## src/rtl/reg_shift_univ.sv

```systemverilog
// General-purpose datapath register with parallel load and multi-cycle shift/rotate.
// A small FSM steps the register one bit per cycle and reports completion through busy/done.
module reg_shift_univ #(
  parameter  int WIDTH = 16,
  localparam int SHW   = $clog2(WIDTH)
) (
  input  logic             clk,
  input  logic             rst,
  input  logic             ld,
  input  logic [WIDTH-1:0] d,
  input  logic             start,
  input  logic [2:0]       op,
  input  logic [SHW-1:0]   amt,
  input  logic             sin,
  output logic [WIDTH-1:0] q,
  output logic             busy,
  output logic             done,
  output logic             sout
);

  localparam logic [2:0] OP_SLL = 3'b001;
  localparam logic [2:0] OP_SRL = 3'b010;
  localparam logic [2:0] OP_SRA = 3'b011;
  localparam logic [2:0] OP_ROL = 3'b100;
  localparam logic [2:0] OP_ROR = 3'b101;

  typedef enum logic [1:0] {
    IDLE  = 2'b00,
    SHIFT = 2'b01,
    DONE  = 2'b10
  } state_t;

  state_t           state;
  logic [2:0]       op_lat;
  logic [SHW-1:0]   count;
  logic             shift_op;

  // One single-bit step; result is {bit shifted out, next register value}.
  function automatic logic [WIDTH:0] step(
    input logic [2:0]       f_op,
    input logic [WIDTH-1:0] f_q,
    input logic             f_sin,
    input logic             f_sout
  );
    logic [WIDTH:0] r;
    case (f_op)
      OP_SLL:  r = {f_q[WIDTH-1], f_q[WIDTH-2:0], f_sin};
      OP_SRL:  r = {f_q[0], f_sin, f_q[WIDTH-1:1]};
      OP_SRA:  r = {f_q[0], f_q[WIDTH-1], f_q[WIDTH-1:1]};
      OP_ROL:  r = {f_q[WIDTH-1], f_q[WIDTH-2:0], f_q[WIDTH-1]};
      OP_ROR:  r = {f_q[0], f_q[0], f_q[WIDTH-1:1]};
      default: r = {f_sout, f_q};
    endcase
    return r;
  endfunction

  assign shift_op = (op >= OP_SLL) && (op <= OP_ROR);
  assign busy     = (state == SHIFT);
  assign done     = (state == DONE);

  always_ff @(posedge clk or negedge rst) begin
    if (!rst) begin
      state  <= IDLE;
      q      <= '0;
      sout   <= 1'b0;
      op_lat <= 3'b000;
      count  <= '0;
    end else begin
      case (state)
        IDLE: begin
          if (ld) begin
            q <= d;
          end else if (start) begin
            // Zero-length or NOP requests still produce a completion pulse.
            if (shift_op && (amt != '0)) begin
              op_lat <= op;
              count  <= amt;
              state  <= SHIFT;
            end else begin
              state <= DONE;
            end
          end
        end
        SHIFT: begin
          {sout, q} <= step(op_lat, q, sin, sout);
          count     <= count - SHW'(1);
          if (count == SHW'(1)) begin
            state <= DONE;
          end
        end
        DONE: begin
          state <= IDLE;
        end
        default: begin
          state <= IDLE;
        end
      endcase
    end
  end

endmodule

```

## config.mk

```make
export PLATFORM = sky130hd
export DESIGN_NAME = reg_shift_univ
export DESIGN_NICKNAME = d
export VERILOG_FILES = /design/src/rtl/reg_shift_univ.sv
export SDC_FILE = /design/constraint.sdc
export NUM_CORES = 1
export LEC_CHECK = 0
export CORE_MARGIN = 1
export CORE_UTILIZATION = 26
export DETAILED_ROUTE_END_ITERATION = 6
export HOLD_SLACK_MARGIN = 0.05
export SLEW_MARGIN = 20
export SYNTH_ARGS = -nofsm -noshare
export SYNTH_HDL_FRONTEND = slang
export SYNTH_SLANG_ARGS = --single-unit
```

## constraint.sdc

```tcl
create_clock -name clk -period 1.4 [get_ports clk]
set_input_delay 0.21 -clock clk [delete_from_list [all_inputs] [get_ports clk]]
set_output_delay 0.21 -clock clk [all_outputs]
set_load 0.01 [all_outputs]
```

**Word-level counts from Yosys, hierarchy flattened**

Index checks and enable logic that the tools add are counted.

- RAM bits: 0
- Logic and storage cells: 50
- Output and inout bits: 19
- Memory bits (read-only): 0
- Latch bits: 0
- Bits in registers: 26
- Bits of input ports: 28
- Memories: 0

- Multiplexer cells: 12
- Reduce and logical (&&, ||, !) cells: 12
- Add/sub/neg operators: 1
- Bitwise operators: 1
- Shifts and indexed selects: 0
- Order comparisons: 2
- Equality and inequality tests: 16
- Div/mod/pow operators: 0
- Multipliers: 0

Operators with widths:

| operator | count |
|---|---|
| $pmux W17 S5 | 1 |
| $pmux W16 S2 | 1 |
| $mux W16 | 1 |
| $mux W4 | 3 |
| $reduce_and A4 Y1 | 3 |
| $ne A2 B2 Y1 const B | 5 |
| $mux W2 | 4 |
| $pmux W4 S2 | 1 |
| $eq A3 B2 Y1 const B | 2 |
| $eq A3 B3 Y1 const B | 2 |
| $ne A6 B1 Y1 const B | 1 |
| $reduce_and A3 Y1 | 2 |
| $ne A5 B1 Y1 const B | 1 |
| $reduce_bool A5 Y1 | 1 |
| $eq A4 B1 Y1 const B | 1 |
| $pmux W2 S2 | 1 |
| $reduce_bool A4 Y1 | 1 |
| $sub A4 B1 Y4 const B | 1 |
| $eq A3 B1 Y1 const B | 1 |
| $ge A3 B1 Y1 const B | 1 |
| $le A3 B3 Y1 const B | 1 |
| $eq A2 B1 Y1 const B | 1 |
| $eq A2 B2 Y1 const B | 1 |
| $logic_and A1 B1 Y1 | 2 |
| other kinds (5) | 5 |

**Logic depth before layout (Yosys ltp)**

Gate-level depths: netlist of run 1.

- Depth after elaboration: 7
- Depth in mapped cells: 8
- Mapped depth without buffers: 6

**Least setup slack after synthesis of run 1**

OpenSTA, ideal clock, no wires.

- Kind: input-to-reg
- From: in amt[0]
- To: reg count[2]
- Setup slack: -154 ps
- Data required time: 1,277 ps
- Arrival time: 1,431 ps
- Path buffers: 0
- Stages on the path: 4
- Library setup time: 123 ps
- Cells stage by stage: or4_4 -> nand4_4 -> mux2_1 -> o221a_1

- Word-level cells in the longest chain between the ends: 4

Ends and longest elaborated chain:

| what | line | text |
|---|---|---|
| start: declaration | 13 | `input logic [SHW-1:0] amt,` |
| $reduce_bool A4 Y1 | 75 | `if (shift_op && (amt != '0)) begin` |
| $logic_and A1 B1 Y1 | 75 |  |
| $ne A2 B2 Y1 (no line) | n/a |  |
| $reduce_and A4 Y1 (no line) | n/a |  |
| end signal: assignment | 77 | `count <= amt;` |
| end signal: assignment | 86 | `count <= count - SHW'(1);` |
| end: declaration | 35 | `logic [SHW-1:0] count;` |

No other way between the ends.
A chain may end at the register's enable or synchronous reset.

**Worst setup path after layout of run 1**

- From: reg state[1]
- To: reg op_lat[0]

- Word-level cells in the longest chain between the ends: 2

Ends and longest elaborated chain:

| what | line | text |
|---|---|---|
| start: declaration | 33 | `state_t state;` |
| start signal: assignment | 63 | `state <= IDLE;` |
| start signal: assignment | 78 | `state <= SHIFT;` |
| start signal: assignment | 80 | `state <= DONE;` |
| $logic_not A2 Y1 | 69 | `case (state)` |
| $reduce_and A4 Y1 (no line) | n/a |  |
| end signal: assignment | 76 | `op_lat <= op;` |
| end: declaration | 34 | `logic [2:0] op_lat;` |

No other way between the ends.

==> metrics, run 1 <==
H-tree level count=1; routed wire length=5860 um; Crit path depth=6; Setup crit end=op_lat[0]$_DFFE_PN0P_; Final Power=around 7.5 mW; CP Data Required Time=approximately 1600 ps; most frequent cell on the critical path=buf_6; XOR/XNOR Fraction of Synth Area=0%; Post-Synth Adder-Cell Area=1.26%; Critical Path Source Type=register; Comb pwr share=between 70% and 80%; Cell variety after synth=46; unrepaired setup endpoints after global routing=true; FF-to-FF path depth=6; Final Non-Filler Cells=406; worst path cell trace=buf_6 -> nor3b_4 -> nand4_4 -> buf_6 -> nor2_4 -> mux2_4; Slew @ Worst Pin=between 300 and 400 ps; Final Skew=10.2 ps; CTS Buf Count=3; Clock Path Buffers=2; Sw Pwr=3.24 mW; Layout Nets=~340; Iter 0 DRT Violations=around 110; synthesis-to-finish area growth=58.6%; Simple-Gate Fraction of Synth Area=between 15 and 20%; # placed instances=~370; die area=7990 um2; Routed Antenna Nets=0; Clk pin slew, worst setup/hold paths=100 ps; drt drc=0; CP Data Arrival Time=between 1500 and 2000 ps; Syn Nets=between 200 and 300; Synth top area share=32.8%; Crit path max-delay family=flip-flops; relative slew slack=between 70 and 80%; reg2reg start=state[1]$_DFFE_PN0P_; Setup violations, final=26; cell area after placement=~2700 um2; reg2reg end=op_lat[0]$_DFFE_PN0P_; static leakage=~1.5 nW; share of layout cells above drive strength 1=~38%; Port Buffers=46; Synth Instances=220; TritonRoute pass-1 iters=4; Final Util=a little over two fifths; Initial Util=a little over a quarter; Crit. End Element=register; Finished Cell Area=about 3100 um2; vias in the first global route=roughly 1,800; Ys Warns=0; slowest stage delay, CP=around 430 ps; highest clock rate=around 0.64 GHz; fin. max-slew vios=0; io pins=47; Cell Pwr Density=2390 nW/um2; Num Clock Sinks=26; Internal=between 4 and 5 mW; most frequent cell after synthesis=dfrtp_1; Die Ht=89.4 um; switching share of power=between 40% and 50%; crit path kind=register to register; first-pass GRT wire length=around 9000 um; row count=31; initial antenna violation count=0; pre-CTS setup slack=-523 ps; clock latency on the worst-skew pair=280 ps; final-report hold violation count=0; Post-synth ARST share=100%; Vias=between 1,500 and 2,000; register bit total from synthesis=26; Seq/Total Area, Yosys=between 30% and 40%; worst hold slack=about 270 ps; Max Cap Viol=0; CTS Root Cell=clkbuf_8; top_reg_cell synth=dfrtp_1; mux contribution to synthesized area=a little under a fifth; Hold Crit Class=primary input to async pin; Final period util=112%; cell area after synthesis=between 1500 and 2000 um2; global-route usage over all layers=between 10% and 20%; Period minus WS final=between 1500 and 2000 ps; CTS tree=built; largest net degree at the start of global routing=29; Post-synth top cells=dfrtp_1 (26), nand2_1 (22), nor2_1 (20); die width=between 80 and 90 um; post-DP HPWL=between 3000 and 4000 um; Synth Area in Compound Gates=between 20% and 30%; GRT overflow=0; largest family of logic cells by synthesized area=compound AO/OA/AOI/OAI gates; gp weighted congestion=0.797; CP Buf/Inv Count=2; Syn Area/Cell=roughly 9.0 um2; clock share of power=between 6 and 7%; slowest stage cell, crit path=dfrtp_2; peak supply drop=0.782 mV; Reg power frac=between 10% and 20%; crit path from=state[1]$_DFFE_PN0P_; # diodes=0; R2R setup slack=-160 ps; PnR worst setup slack=-163 ps; outcome=finished, violations left; crit-path max FO=4; vias per std cell=roughly 4.9; core box area=around 7300 um2; setup TNS=-2910 ps; largest area contributor in the netlist=dfrtp_1; routed length per instance=~14 um; synth top area cells=dfrtp_1 (33%), mux2_2 (9.6%), mux2i_1 (8.1%); failing checks=negative setup slack; Post-synth EDFFs=0
worst register-to-register path: cells and delay by family, from the launching register on:
family	cells	cell delay, ps
and+or+nand+nor	3	440
DFF	1	430
muxes	1	310
buffers and inverters	2	280
state kept, by name (all words and copies together) (netlist names):
| signal | count |
|---|---|
| count | 4 |
| op_lat | 3 |
| q | 16 |
| sout | 1 |
| state | 2 |
layout by cell type, fill, tap and decap left out, types with 2 or more instances in the layout:
cell	count
nand2_2	7
clkbuf_8	4
nor2_1	20
mux2_2	14
inv_1	4
nand2b_4	2
dfrtp_1	18
nor2b_1	3
nand2_1	14
o31ai_1	11
nand2b_1	4
buf_12	2
a211o_1	2
mux2_4	4
a311oi_1	2
dlymetal6s2s_1	10
dfrtp_2	8
clkdlybuf4s50_1	22
buf_6	6
or3_4	2
a21oi_1	17
mux2i_1	16
ha_1	2
dlygate4sd2_1	13
o21ai_0	18
buf_4	45
o31ai_2	3
nor3_1	3
worst min-delay path by stage:
stage	start	end	slack, ps
2_1_floorplan	rst	count[0]$_DFFE_PN0P_	-90
3_3_place_gp	q[4]$_DFFE_PN0P_	q[4]$_DFFE_PN0P_	560
3_5_place_dp	q[11]$_DFFE_PN0P_	q[11]$_DFFE_PN0P_	570
4_1_cts	rst	q[1]$_DFFE_PN0P_	280
5_1_grt	rst	q[3]$_DFFE_PN0P_	290
6_report	rst	q[1]$_DFFE_PN0P_	270
power groups by stage:
| stage | sequential [mW] | clock, mW | combinational (mW) |
|---|---|---|---|
| 2_1_floorplan | 1.65 | 0 | 2.89 |
| 6_report | 1.45 | 0.518 | 5.55 |
| 3_3_place_gp | 1.70 | 0 | 4.13 |
| 5_1_grt | 1.49 | 0.546 | 6.05 |
| 4_1_cts | 1.44 | 0.523 | 5.42 |
| 3_5_place_dp | 1.72 | 0 | 4.20 |
what timing repair did:
item / in CTS / in global routing
buffers inserted: 26 / 3
hold buffers: 0 / 0
setup endpoints to repair: 44 / 38
pin swaps: 6 / 6
cloned: 2 / 1
resized for setup: 39 / 33
logic make-up after synthesis:
family          Yosys count
flops                    26
compound gates           71
buf+inv                  24
simple gates             63
mux                      34
fa+ha+maj                 2
layout make-up:
type,count,area [um2]
Inverter,5,21.3
Timing Repair Buffer,101,952
Tap cell,99,124
Clock buffer,4,55.1
Sequential cell,26,661
Fill cell,696,4180
Multi-Input combinational cell,171,1330
per-layer routing:
layer	up-vias	track usage, %	wire length [um]
met5	-	0	0
met4	0	2.74	34
met3	4	1.85	187
met2	40	25.2	2870
met1	962	19.9	2770
li1	988	-	-
Power figures use the tool's default switching activity.
==> inputs of run 2 (changes only) <==
DONT_BUFFER_PORTS = 1   (was not set)
SETUP_SLACK_MARGIN = 0.02   (was not set)
TNS_END_PERCENT = 30   (was not set)
==> run 2 against run 1 <==
The flow still finishes with violations (negative setup slack). Wire length fell by 11%. Combinational power down 29%. Cell count fell by 18%. Critical endpoint is now q[6]$_DFFE_PN0P_. Non-clock buffer count is 71 lower. Sequential share of layout area increased by 6.2 points. Clock-buffer cell count did not move. Cell area down 24%. Clock power decreased by 1%. Critical path type unchanged. Total power decreased by 17%. Largest power group unchanged.
==> metrics, run 2 (synthesis results as in run 1) <==
outcome=finished, violations left; failing checks=negative setup slack; Setup violations, final=20 (-23%); Layout Nets=266 (-21%); synthesis-to-finish area growth=21.1%; Die Ht=89.4 um (unchanged); CTS tree=built; Largest Register=q; final-report hold violation count=0 (unchanged); unrepaired setup endpoints after global routing=true; global-route usage over all layers=13.4% (-1.3 points); core box area=7330 um2 (unchanged); routed length per instance=15.7 um (+8.7%); Initial Util=27.1% (unchanged); worst path cell trace=or3_4 -> a32oi_4 -> buf_12 -> nand2_1 -> o31ai_1; GRT overflow=0 (unchanged); share of layout cells above drive strength 1=31.1% (-6.7 points); static leakage=0.991 nW (-32%); CP Buf/Inv Count=1 (-1); Final Util=32.8% (-10 points); Critical Path Source Type=register; Num Clock Sinks=26 (unchanged); CP Data Required Time=1590 ps (+20 ps); Final Non-Filler Cells=334 (-18%); Final period util=108% (-3.9 points); peak supply drop=0.717 mV (-8.2%); gp weighted congestion=0.843 (+5.9%); slowest stage cell, crit path=dfrtp_2; Routed Antenna Nets=0 (unchanged); crit path kind=register to register; H-tree level count=1 (unchanged); TritonRoute pass-1 iters=4 (unchanged); Clock Path Buffers=2 (unchanged); largest net degree at the start of global routing=31 (+6.9%); relative slew slack=80.0% (+2.3 points); Iter 0 DRT Violations=51 (-51%); CTS Root Cell=clkbuf_8; Vias=1,704 (-15%); PnR worst setup slack=-109 ps (+54.7 ps); initial antenna violation count=0 (unchanged); io pins=47 (unchanged); Slew @ Worst Pin=300 ps (-32.3 ps); # placed instances=326 (-13%); CP Data Arrival Time=1690 ps (-40 ps); Clk pin slew, worst setup/hold paths=100 ps (about the same); Final Skew=2.61 ps (-7.57 ps); max FFs per register=16 (unchanged); worst hold slack=81.9 ps (-190 ps); first-pass GRT wire length=8250 um (-8.6%); Final Power=6.24 mW (-17%); CTS Buf Count=3 (unchanged); vias per std cell=5.10 (+3.9%); fin. max-slew vios=0 (unchanged); row count=31 (unchanged); drt drc=0 (unchanged); Port Buffers=0 (-100%); commonest non-fill, non-tap cell in the layout=dfrtp_1; post-DP HPWL=3690 um (-2.1%); Crit. End Element=register; routed wire length=5240 um (-11%); Max Cap Viol=0 (unchanged); most frequent cells in the layout=dfrtp_1 (24), nand2_1 (21), buf_4 (20); Period minus WS final=1510 ps (-54.7 ps); crit-path max FO=30 (+26); slowest stage delay, CP=460 ps (+30 ps); Hold Crit Class=primary input to register; die width=89.4 um (unchanged); # diodes=0 (unchanged); highest clock rate=0.663 GHz (+3.6%); clock latency on the worst-skew pair=270 ps (about the same); die area=7990 um2 (unchanged); vias in the first global route=1,583 (-11%); Cell Pwr Density=2600 nW/um2 (+8.7%); top flop regs=q x16, count x4, op_lat x3; Crit path max-delay family=simple AND/OR/NAND/NOR gates
run 2: cell types whose count changed in the layout (fill, tap and decap cells not counted), moves of 3 or more:
cell / delta
buf_4: -25
clkdlybuf4s50_1: -22
dfrtp_1: +6
dfrtp_2: -6
dlygate4sd2_1: -13
dlymetal6s2s_1: -10
nand2_1: +7
nand2_2: -6
o31ai_1: +4
o31ai_2: -3
run 2: final cells by class:
type                    count  area (um2)
fillers                   764        4930
well taps                  99         124
flip-flops and latches     26         653
repair buffers             30         283
inverters                   5        23.8
multi-input cells         170        1260
clock buffers               4        55.1
run 2: metrics by stage:
stage	setup WS (ps)	area (um2)	TNS, ps
floorplan	-103	2000	-1430
global placement	-101	2210	-1590
detailed placement	-136	2210	-1910
CTS	-99.7	2370	-1550
global route	-189	2400	-3240
finish	-109	2400	-1580
run 2: layer usage:
metal | GRT usage (%) | vias to the layer above | wire length [um]
li1 | - | 843 | -
met2 | 22.1 | 48 | 2530
met3 | 5.36 | 2 | 468
met4 | 2.16 | 0 | 19
met5 | 0 | - | 0
met1 | 16.8 | 811 | 2220
run 2: power breakdown:
group,leakage [nW],internal [mW],switching [mW]
Clock,0.0288,0.252,0.260
Sequential,0.311,1.14,0.649
Combinational,0.652,1.98,1.96
run 2: path summary, 6_finish.rpt:
| check | from | end | slack (ps) | cells past startpoint |
|---|---|---|---|---|
| setup / recovery | op_lat[1]$_DFFE_PN0P_ | q[6]$_DFFE_PN0P_ | -110 | 5 |
| setup reg to reg | op_lat[1]$_DFFE_PN0P_ | q[6]$_DFFE_PN0P_ | -110 | 5 |
| hold / removal | op[1] | op_lat[1]$_DFFE_PN0P_ | 80 | 1 |
| min in group asynchronous | rst | sout$_DFFE_PN0P_ | 370 | 2 |
| hold reg to reg | count[0]$_DFFE_PN0P_ | count[0]$_DFFE_PN0P_ | 600 | 2 |
| max in group asynchronous | rst | op_lat[1]$_DFFE_PN0P_ | 850 | 2 |
run 2: repair_timing:
action                     in CTS  in global routing
gates resized for setup        18                  9
setup endpoints to repair      25                 25
setup buffers                   1                  1
cloned                          0                  0
pin swaps                       5                  1
hold buffers                    2                  0
hold endpoints to repair       26                  0
==> inputs of run 3 (changes only) <==
CTS_CLUSTER_DIAMETER = 50   (was not set)
CTS_CLUSTER_SIZE = 28   (was not set)
==> results of run 3 <==
The final DEF is identical to that of run 2; final timing and power are the same.
